[config.mk]
export PLATFORM = sky130hd
export DESIGN_NAME = memory_tank_sequencer
export DESIGN_NICKNAME = d
export VERILOG_FILES = /design/src/rtl/memory_tank_sequencer.sv
export SDC_FILE = /design/constraint.sdc
export NUM_CORES = 1
export LEC_CHECK = 0
export CORE_MARGIN = 2
export CORE_UTILIZATION = 35
export DETAILED_ROUTE_END_ITERATION = 8
export PLACE_DENSITY_LB_ADDON = 0.2
export SYNTH_ARGS = -nofsm -noshare
export SYNTH_HDL_FRONTEND = slang
export SYNTH_SLANG_ARGS = --single-unit
[constraint.sdc]
create_clock -name r1_clk -period 3.31 [get_ports r1_clk]
set_input_delay 0.662 -clock r1_clk [delete_from_list [all_inputs] [get_ports r1_clk]]
set_output_delay 0.662 -clock r1_clk [all_outputs]
set_load 0.005 [all_outputs]
[src/rtl/memory_tank_sequencer.sv]
// Timing/access controller for the mercury delay-line store.
// Runs the pulse-position (digit) and minor-cycle counters, accepts one access at a time,
// waits for the addressed short word to reach the tank output and gates that tank's
// clr/in/out lines for one short word (or one long word).
// Optional feature: define MEMORY_SEQ_WAITCNT_EN to add the wait_cycles output.
module memory_tank_sequencer #(
    parameter int unsigned WORD_BITS   = 18,
    parameter int unsigned SHORT_WORDS = 32,
    parameter int unsigned NUM_TANKS   = 16,
    localparam int unsigned TANK_W  = $clog2(NUM_TANKS),
    localparam int unsigned WORD_W  = $clog2(SHORT_WORDS),
    localparam int unsigned ADDR_W  = TANK_W + WORD_W,
    localparam int unsigned DIGIT_W = $clog2(WORD_BITS)
) (
    input  logic                 r1_clk,
    input  logic                 r1_rst_n,
    input  logic                 req,
    input  logic                 wr,
    input  logic                 long_w,
    input  logic [ADDR_W-1:0]    addr,
    output logic                 ack,
    output logic                 busy,
    output logic                 done,
    output logic [NUM_TANKS-1:0] tank_out,
    output logic [NUM_TANKS-1:0] tank_in,
    output logic [NUM_TANKS-1:0] tank_clr,
    output logic [DIGIT_W-1:0]   digit_cnt,
    output logic [WORD_W-1:0]    minor_cnt,
    output logic                 word_strobe
`ifdef MEMORY_SEQ_WAITCNT_EN
    ,
    output logic [9:0]           wait_cycles
`endif
);

    localparam int unsigned XFER_W = $clog2(2 * WORD_BITS);
    localparam logic [DIGIT_W-1:0] DigitMax  = DIGIT_W'(WORD_BITS - 1);
    localparam logic [XFER_W-1:0]  ShortLast = XFER_W'(WORD_BITS - 1);
    localparam logic [XFER_W-1:0]  LongLast  = XFER_W'(2 * WORD_BITS - 1);

    typedef enum logic [1:0] {StIdle, StWait, StXfer, StDone} state_e;

    state_e               state_q, state_d;
    logic [DIGIT_W-1:0]   digit_q, digit_d;
    logic [WORD_W-1:0]    minor_q, minor_d;
    logic [XFER_W-1:0]    xfer_cnt_q;
    logic [TANK_W-1:0]    tank_q;
    logic [WORD_W-1:0]    word_q;
    logic                 wr_q, long_q;
    logic [NUM_TANKS-1:0] out_q, out_d, in_q, in_d, clr_q, clr_d;

    logic                 digit_wrap;
    logic [WORD_W-1:0]    req_word;
    logic                 start_xfer;
    logic [TANK_W-1:0]    sel_tank;
    logic                 sel_wr;
    logic [NUM_TANKS-1:0] sel_onehot;

    // Free-running counter next state; minor advances on the digit wrap
    always_comb begin
        digit_wrap = (digit_q == DigitMax);
        digit_d    = digit_wrap ? '0 : digit_q + 1'b1;
        minor_d    = digit_wrap ? minor_q + 1'b1 : minor_q;
    end

    // Requested word, LSB forced low for long words
    assign req_word = addr[WORD_W-1:0] & ~WORD_W'(long_w);

    // FSM next state; the match looks one cycle ahead so the registered gates open exactly
    // on the cycle the addressed word appears at the tank output
    always_comb begin
        state_d    = state_q;
        ack        = 1'b0;
        start_xfer = 1'b0;
        unique case (state_q)
            StIdle: begin
                // ack held low while reset is asserted so every output reads 0
                if (req && r1_rst_n) begin
                    ack = 1'b1;
                    if (digit_d == '0 && minor_d == req_word) begin
                        state_d    = StXfer;
                        start_xfer = 1'b1;
                    end else begin
                        state_d = StWait;
                    end
                end
            end
            StWait: begin
                if (digit_d == '0 && minor_d == word_q) begin
                    state_d    = StXfer;
                    start_xfer = 1'b1;
                end
            end
            StXfer: begin
                if (xfer_cnt_q == (long_q ? LongLast : ShortLast)) begin
                    state_d = StDone;
                end
            end
            StDone: state_d = StIdle;
            default: state_d = StIdle;
        endcase
    end

    // Gate next state: on acceptance cycle the request inputs are used, afterwards the latches
    always_comb begin
        sel_tank   = (state_q == StIdle) ? addr[ADDR_W-1:WORD_W] : tank_q;
        sel_wr     = (state_q == StIdle) ? wr : wr_q;
        sel_onehot = NUM_TANKS'(1) << sel_tank;
        out_d      = '0;
        in_d       = '0;
        clr_d      = '0;
        if (state_d == StXfer) begin
            if (sel_wr) begin
                in_d  = sel_onehot;
                clr_d = sel_onehot;
            end else begin
                out_d = sel_onehot;
            end
        end
    end

    // Counters, FSM state, request latches and gate registers
    always_ff @(posedge r1_clk or negedge r1_rst_n) begin
        if (!r1_rst_n) begin
            state_q    <= StIdle;
            digit_q    <= '0;
            minor_q    <= '0;
            xfer_cnt_q <= '0;
            tank_q     <= '0;
            word_q     <= '0;
            wr_q       <= 1'b0;
            long_q     <= 1'b0;
            out_q      <= '0;
            in_q       <= '0;
            clr_q      <= '0;
        end else begin
            state_q <= state_d;
            digit_q <= digit_d;
            minor_q <= minor_d;
            out_q   <= out_d;
            in_q    <= in_d;
            clr_q   <= clr_d;
            if (start_xfer) begin
                xfer_cnt_q <= '0;
            end else if (state_q == StXfer) begin
                xfer_cnt_q <= xfer_cnt_q + 1'b1;
            end
            if (ack) begin
                tank_q <= addr[ADDR_W-1:WORD_W];
                word_q <= req_word;
                wr_q   <= wr;
                long_q <= long_w;
            end
        end
    end

    assign busy        = (state_q == StWait) || (state_q == StXfer);
    assign done        = (state_q == StDone);
    assign tank_out    = out_q;
    assign tank_in     = in_q;
    assign tank_clr    = clr_q;
    assign digit_cnt   = digit_q;
    assign minor_cnt   = minor_q;
    assign word_strobe = (digit_q == '0) && r1_rst_n;

`ifdef MEMORY_SEQ_WAITCNT_EN
    logic [9:0] wait_cnt_q, wait_cycles_q;

    function automatic logic [9:0] sat_inc(input logic [9:0] v);
        return (v == 10'h3ff) ? v : v + 10'd1;
    endfunction

    // Cycles from acceptance to transfer start; wait_cnt_q equals cycles elapsed since ack
    always_ff @(posedge r1_clk or negedge r1_rst_n) begin
        if (!r1_rst_n) begin
            wait_cnt_q    <= '0;
            wait_cycles_q <= '0;
        end else begin
            if (ack) begin
                wait_cnt_q <= 10'd1;
            end else if (state_q == StWait) begin
                wait_cnt_q <= sat_inc(wait_cnt_q);
            end
            if (start_xfer) begin
                wait_cycles_q <= (state_q == StIdle) ? 10'd1 : sat_inc(wait_cnt_q);
            end
        end
    end

    assign wait_cycles = wait_cycles_q;
`endif

endmodule
## Word level (Yosys, flattened, before mapping)

Index checks and enable logic that the tools add are counted.

- Output and inout bits: 62
- Logic and storage cells: 55
- Register bits after elaboration: 61
- Bits of input ports: 14

- Shifts and indexed selects: 1
- Reduce and logical (&&, ||, !) cells: 9
- Eq/ne operators: 8
- $add $sub $neg: 3
- Muxes and demuxes: 22
- Bitwise gates (word level): 2

Operators with widths:

| operator | number |
|---|---|
| $mux W16 | 4 |
| $mux W6 | 3 |
| $shl A1 B4 Y16 const A | 1 |
| $add A5 B1 Y5 const B | 2 |
| $eq A5 B5 Y1 | 2 |
| $logic_not A5 Y1 | 2 |
| $mux W5 | 2 |
| $mux W2 | 4 |
| $pmux W2 S4 | 1 |
| $add A6 B1 Y6 const B | 1 |
| $eq A2 B2 Y1 const B | 3 |
| $eq A6 B6 Y1 | 1 |
| $mux W1 | 6 |
| $and A5 B5 Y5 | 1 |
| $eq A5 B5 Y1 const B | 1 |
| $not A1 Y5 | 1 |
| $logic_and A1 B1 Y1 | 4 |
| $mux W4 | 1 |
| $eq A2 B1 Y1 const B | 1 |
| $logic_not A2 Y1 | 1 |
| $pmux W1 S2 | 1 |
| $reduce_bool A2 Y1 | 1 |
| $logic_or A1 B1 Y1 | 1 |

## Logic depth before layout (Yosys ltp)

- Word-level depth: 9
- Gate-level depth with buffers: 11
- Mapped depth without buffers: 9

## Worst setup path after synthesis

No wires, ideal clock.

- Path kind: flip-flop to flip-flop
- Start: register digit_q[1] (netlist: digit_cnt[1])
- End: register out_q[8] (netlist: tank_out[8])
- Path buffers: 2
- Clock period less this slack: 2916 ps
- Arrival: 2814 ps
- Setup slack: 394 ps
- Data required time: 3208 ps
- Library setup time: 102 ps
- Cell stages (with the launch flop): 12
- Cell sequence: dfrtp_1 inv_1 ha_1 nor4bb_1 buf_2 mux2_4 xor2_1 or4b_4 o21ai_4 o2111ai_4 buf_6 nor4_1

- Longest elaborated chain between the ends: 9
- Elaborated cells between the ends (all ways): 15
- Classes of those cells: add/sub (1); eq/ne (4); mux (7); reduce/logical (3)

Ends and longest elaborated chain:

| what | line | source |
|---|---|---|
| start, declared | 44 | `logic [DIGIT_W-1:0] digit_q, digit_d;` |
| start signal, assigned | 138 | `digit_q <= digit_d;` |
| $eq A5 B5 Y1 (*) | 61 | `digit_wrap = (digit_q == DigitMax);` |
| $mux W5 (*) | 63 | `minor_d = digit_wrap ? minor_q + 1'b1 : minor_q;` |
| via minor_d[1] | 45 | `logic [WORD_W-1:0] minor_q, minor_d;` |
| $eq A5 B5 Y1 | 80 | `if (digit_d == '0 && minor_d == req_word) begin` |
| $logic_and A1 B1 Y1 | 80 |  |
| $mux W2 | 80 |  |
| $mux W2 | 78 | `if (req && r1_rst_n) begin` |
| $pmux W2 S4 (*) | 75 | `unique case (state_q)` |
| $eq A2 B2 Y1 (*) | 112 | `if (state_d == StXfer) begin` |
| $mux W16 (*) | 112 |  |
| via out_d[8] | 50 | `logic [NUM_TANKS-1:0] out_q, out_d, in_q, in_d, clr_q, clr_d;` |
| end signal, assigned | 140 | `out_q <= out_d;` |
| end, declared | 50 |  |

Mark *: on every way through the listed nets, which the timed path passes. The rest lies on a longest branch.
A chain may end at the register's enable or synchronous reset.

## Worst setup path in the final report

- Start: register digit_q[1] (netlist: digit_cnt[1])
- End: register clr_q[8] (netlist: tank_clr[8])

- Longest elaborated chain between the ends: 9
- Elaborated cells between the ends (all ways): 15
- Classes of those cells: add/sub (1); eq/ne (4); mux (7); reduce/logical (3)

Ends and longest elaborated chain:

| what | line | source |
|---|---|---|
| $eq A5 B5 Y1 (*) | 61 |  |
| $mux W5 (*) | 63 |  |
| via minor_d[1] | 45 |  |
| $eq A5 B5 Y1 | 80 |  |
| $logic_and A1 B1 Y1 | 80 |  |
| $mux W2 | 80 |  |
| $mux W2 | 78 |  |
| $pmux W2 S4 (*) | 75 |  |
| $eq A2 B2 Y1 (*) | 112 |  |
| $mux W16 (*) | 112 |  |
| via clr_d[8] | 50 |  |
| end signal, assigned | 142 | `clr_q <= clr_d;` |
| end, declared | 50 |  |

Marks and branches as above.

==> impl_metrics.env <==
export IMPL_setup_viol=0
export IMPL_final_hold_violation_count=0
export IMPL_clock_latency_ps=330
export IMPL_cts_sinks=61
export IMPL_layout_min_cycle_time_ps=3190
export IMPL_cts_buffers=9
export IMPL_grt_max_degree=43
export IMPL_switching_share_pct=22.3
export IMPL_htree_levels=3
export IMPL_syn_nets=320
export IMPL_area_growth_pct=36.6
export IMPL_synth_mux_area_share_pct=4.31
export IMPL_max_freq_mhz=313
export IMPL_initial_core_util_pct=36.1
export IMPL_vdd_drop_max_v=0.000178
export IMPL_gp_congestion=0.791
export IMPL_drive_above_1_share_pct=20.7
export IMPL_final_max_slew_viol_count=0
export IMPL_clk_path_buf_depth=2
export IMPL_worstHoldPathType="primary input to asynchronous set/reset pin"
export IMPL_yosys_area_share_adder_pct=3.56
export IMPL_p_leak_nw=1.76
export IMPL_critPathSlowestCell="or4b_4"
export IMPL_drc=0
export IMPL_core_um2=8760
export IMPL_synth_simple_area_share_pct=19.5
export IMPL_dr_total_vias=2543
export IMPL_power_share_sequential_pct=54.1
export IMPL_synth_compound_area_share_pct=12.3
export IMPL_synthesis_area_um2=3170
export IMPL_cpMostUsedCell="buf_4"
export IMPL_vias_per_cell=5.25
export IMPL_grt_pass1_vias=2343
export IMPL_internal_power_mw=1.07
export IMPL_numPortBuffers=75
export IMPL_cp_data_arrival_time_ps=3420
export IMPL_avgRoutedWirePerCell_um=15.7
export IMPL_num_nets_final=395
export IMPL_grt_first_pass_wirelength_mm=11.7
export IMPL_max_slew_margin_pct=26.5
export IMPL_ys_async_sr_fraction_pct=100
export IMPL_cap_viol_max_count=0
export IMPL_yosys_warnings=0
export IMPL_syn_avg_cell_area_um2=10.7
export IMPL_diodes=0
export IMPL_finalCritPeriodShare_pct=96.5
export IMPL_p_switching_mw=0.308
export IMPL_wirelength_mm=7.61
export IMPL_critPathMaxStageDelay_ps=560
export IMPL_ys_types=52
export IMPL_pin_count=76
export IMPL_drt_iter0_markers=85
export IMPL_grt_overflow_total=0
export IMPL_postCtsHoldBufs=0
export IMPL_startpoint_type="register"
export IMPL_fp_dieH_um=99.1
export IMPL_antenna_left=0
export IMPL_rows=34
export IMPL_tritoncts="done"
export IMPL_worst_pin_slew_ps=1100
export IMPL_powerDensity_nw_per_um2=319
export IMPL_path_buf_inv=3
export IMPL_worstPathCellList="inv_2 > ha_4 > nor4bb_4 > buf_4 > mux2_4 > xor2_1 > or4b_4 > o21ai_4 > o2111ai_4 > buf_4 > nor4_2"
export IMPL_p_comb_share_pct=3.4
export IMPL_clkTransAtPathRegs_ps=70
export IMPL_crit_type="register to register"
export IMPL_antenna_found_initial=0
export IMPL_synth_xor_area_share_pct=4.70
export IMPL_crit_fanout=6
export IMPL_ys_seq_elements=61
export IMPL_clockRootBuffer="clkbuf_8"
export IMPL_synth_top_family_by_area="simple AND/OR/NAND/NOR gates"
export IMPL_firstDrtPassIters=4
export IMPL_yosys_most_used_dff="dfrtp_1"
export IMPL_die_width_um=99.1
export IMPL_finalSetupTns_ps=0
export IMPL_final_core_util_pct=49.4
export IMPL_outcome="complete, no violations"
export IMPL_netlist_instances=297
export IMPL_grtUsageTotal_pct=14.8
export IMPL_die_area_um2=9820
export IMPL_dp_hpwl_mm=5.10
export IMPL_ys_seq_area_share_pct=48.2
export IMPL_synth_edf_count=0
export IMPL_p_clk_share_pct=42.5
export IMPL_cp_required_ps=3530
export IMPL_cp_end_kind="register"
export IMPL_fin_worst_skew_ps=8.74
export IMPL_cpLargestDelayFamily="simple AND/OR/NAND/NOR gates"
per-stage QoR:
stage	hold slack (ps)	worst slack (ps)	instance area [um2]	power (mW)	instances
floorplan	366	394	3170	0.768	297
global placement	506	166	3940	0.807	462
detailed placement	521	145	3940	0.807	462
CTS	253	118	4120	1.40	477
global route	265	-76.5	4330	1.44	484
finish	261	115	4330	1.38	484
layout make-up:
class,instances,area (um2)
fillers,802,4440
multi-input cells,197,1540
flip-flops and latches,61,1530
repair buffers,93,910
clock buffers,11,151
well taps,108,135
inverters,10,37.5
clock inverters,4,23.8
synth_stat cells, drive strengths merged (2+ instances only):
library cell  instances  area, um2
a211oi                7       52.6
a21oi                 8       40.0
a31o                  6       52.6
a31oi                 3       18.8
a32oi                 2       17.5
and2                  3       18.8
and3                  2       12.5
buf                  21        164
clkbuf                9       33.8
dfrtp                61       1530
ha                    9        113
inv                  10       37.5
mux2                 10        116
mux2i                 2       20.0
nand2                23       86.3
nand2b                4       25.0
nand3                 8       40.0
nor2                 13       51.3
nor2b                 2       12.5
nor3                  6       30.0
nor4                 31        194
o2111ai               2       35.0
o21a                  3       22.5
o21ai                 9       56.3
o32a                  3       30.0
or3                   5       31.3
or3b                  2       17.5
or4b                  2       23.8
xnor2                12        105
xor2                  5       43.8
registers in the layout (all words and copies together) (netlist names):
name,flops
tank_out,16
tank_clr,16
xfer_cnt_q,6
word_q,5
minor_cnt,5
wr_q,1
tank_q,4
long_q,1
digit_cnt,5
state_q,2
what timing repair did:
item,in CTS,in global routing
endpoints found under the setup margin,0,27
hold endpoints to repair,0,0
buffers inserted,0,3
gates resized for setup,0,25
layer usage:
layer | routed length, um | track usage (%) | vias to the layer above
met2 | 3740 | 24.3 | 76
met3 | 358 | 3.72 | 11
met1 | 3390 | 19.3 | 1236
li1 | - | - | 1220
met4 | 110 | 4.95 | 0
met5 | 0 | 0 | -
power groups by stage:
stage,clock network [mW],logic (mW),registers [mW]
after floorplan,0,0.00832,0.760
after global placement,0,0.0475,0.759
after detailed placement,0,0.0479,0.759
after CTS,0.607,0.0480,0.745
after global routing,0.645,0.0522,0.745
final,0.585,0.0471,0.745
final timing paths:
check | from | end | cells past startpoint | slack, ps
worst max register to register | digit_cnt[1] | tank_clr[8] | 11 | 120
min in group r1_clk | word_q[2] | word_q[2] | 1 | 530
worst min-delay path | r1_rst_n | digit_cnt[1] | 1 | 260
max in group asynchronous | r1_rst_n | tank_out[4] | 2 | 2180
worst min register to register | word_q[2] | word_q[2] | 1 | 530
worst max-delay path | digit_cnt[1] | tank_clr[8] | 11 | 120
cell families after synthesis:
logic type / after synthesis
flip-flops: 61
multiplexers: 12
adder cells (fa/ha/maj): 9
XOR/XNOR: 17
buffers and inverters: 40
AO/OA/AOI/OAI: 48
AND/OR/NAND/NOR: 110
layout by cell type (no fill, tap or decap), types with 8 or more instances in the layout:
cell type and n:
nor2_1 12, ha_1 8, clkbuf_8 11, inv_1 9, mux2_2 9, dfrtp_1 61
nor4_2 12, nand3_1 8, nand2_1 23, xnor2_1 12, buf_4 15, a21oi_1 8
clkdlybuf4s50_1 74, nor4_1 18
worst reg2reg max path, cell delays in order (launching register included):
cell	delay, ps
dfrtp_1	410
inv_2	90
ha_4	140
nor4bb_4	270
buf_4	190
mux2_4	310
xor2_1	150
or4b_4	560
o21ai_4	210
o2111ai_4	240
buf_4	240
nor4_2	270
Note: power is estimated with default switching activity, not from simulation.
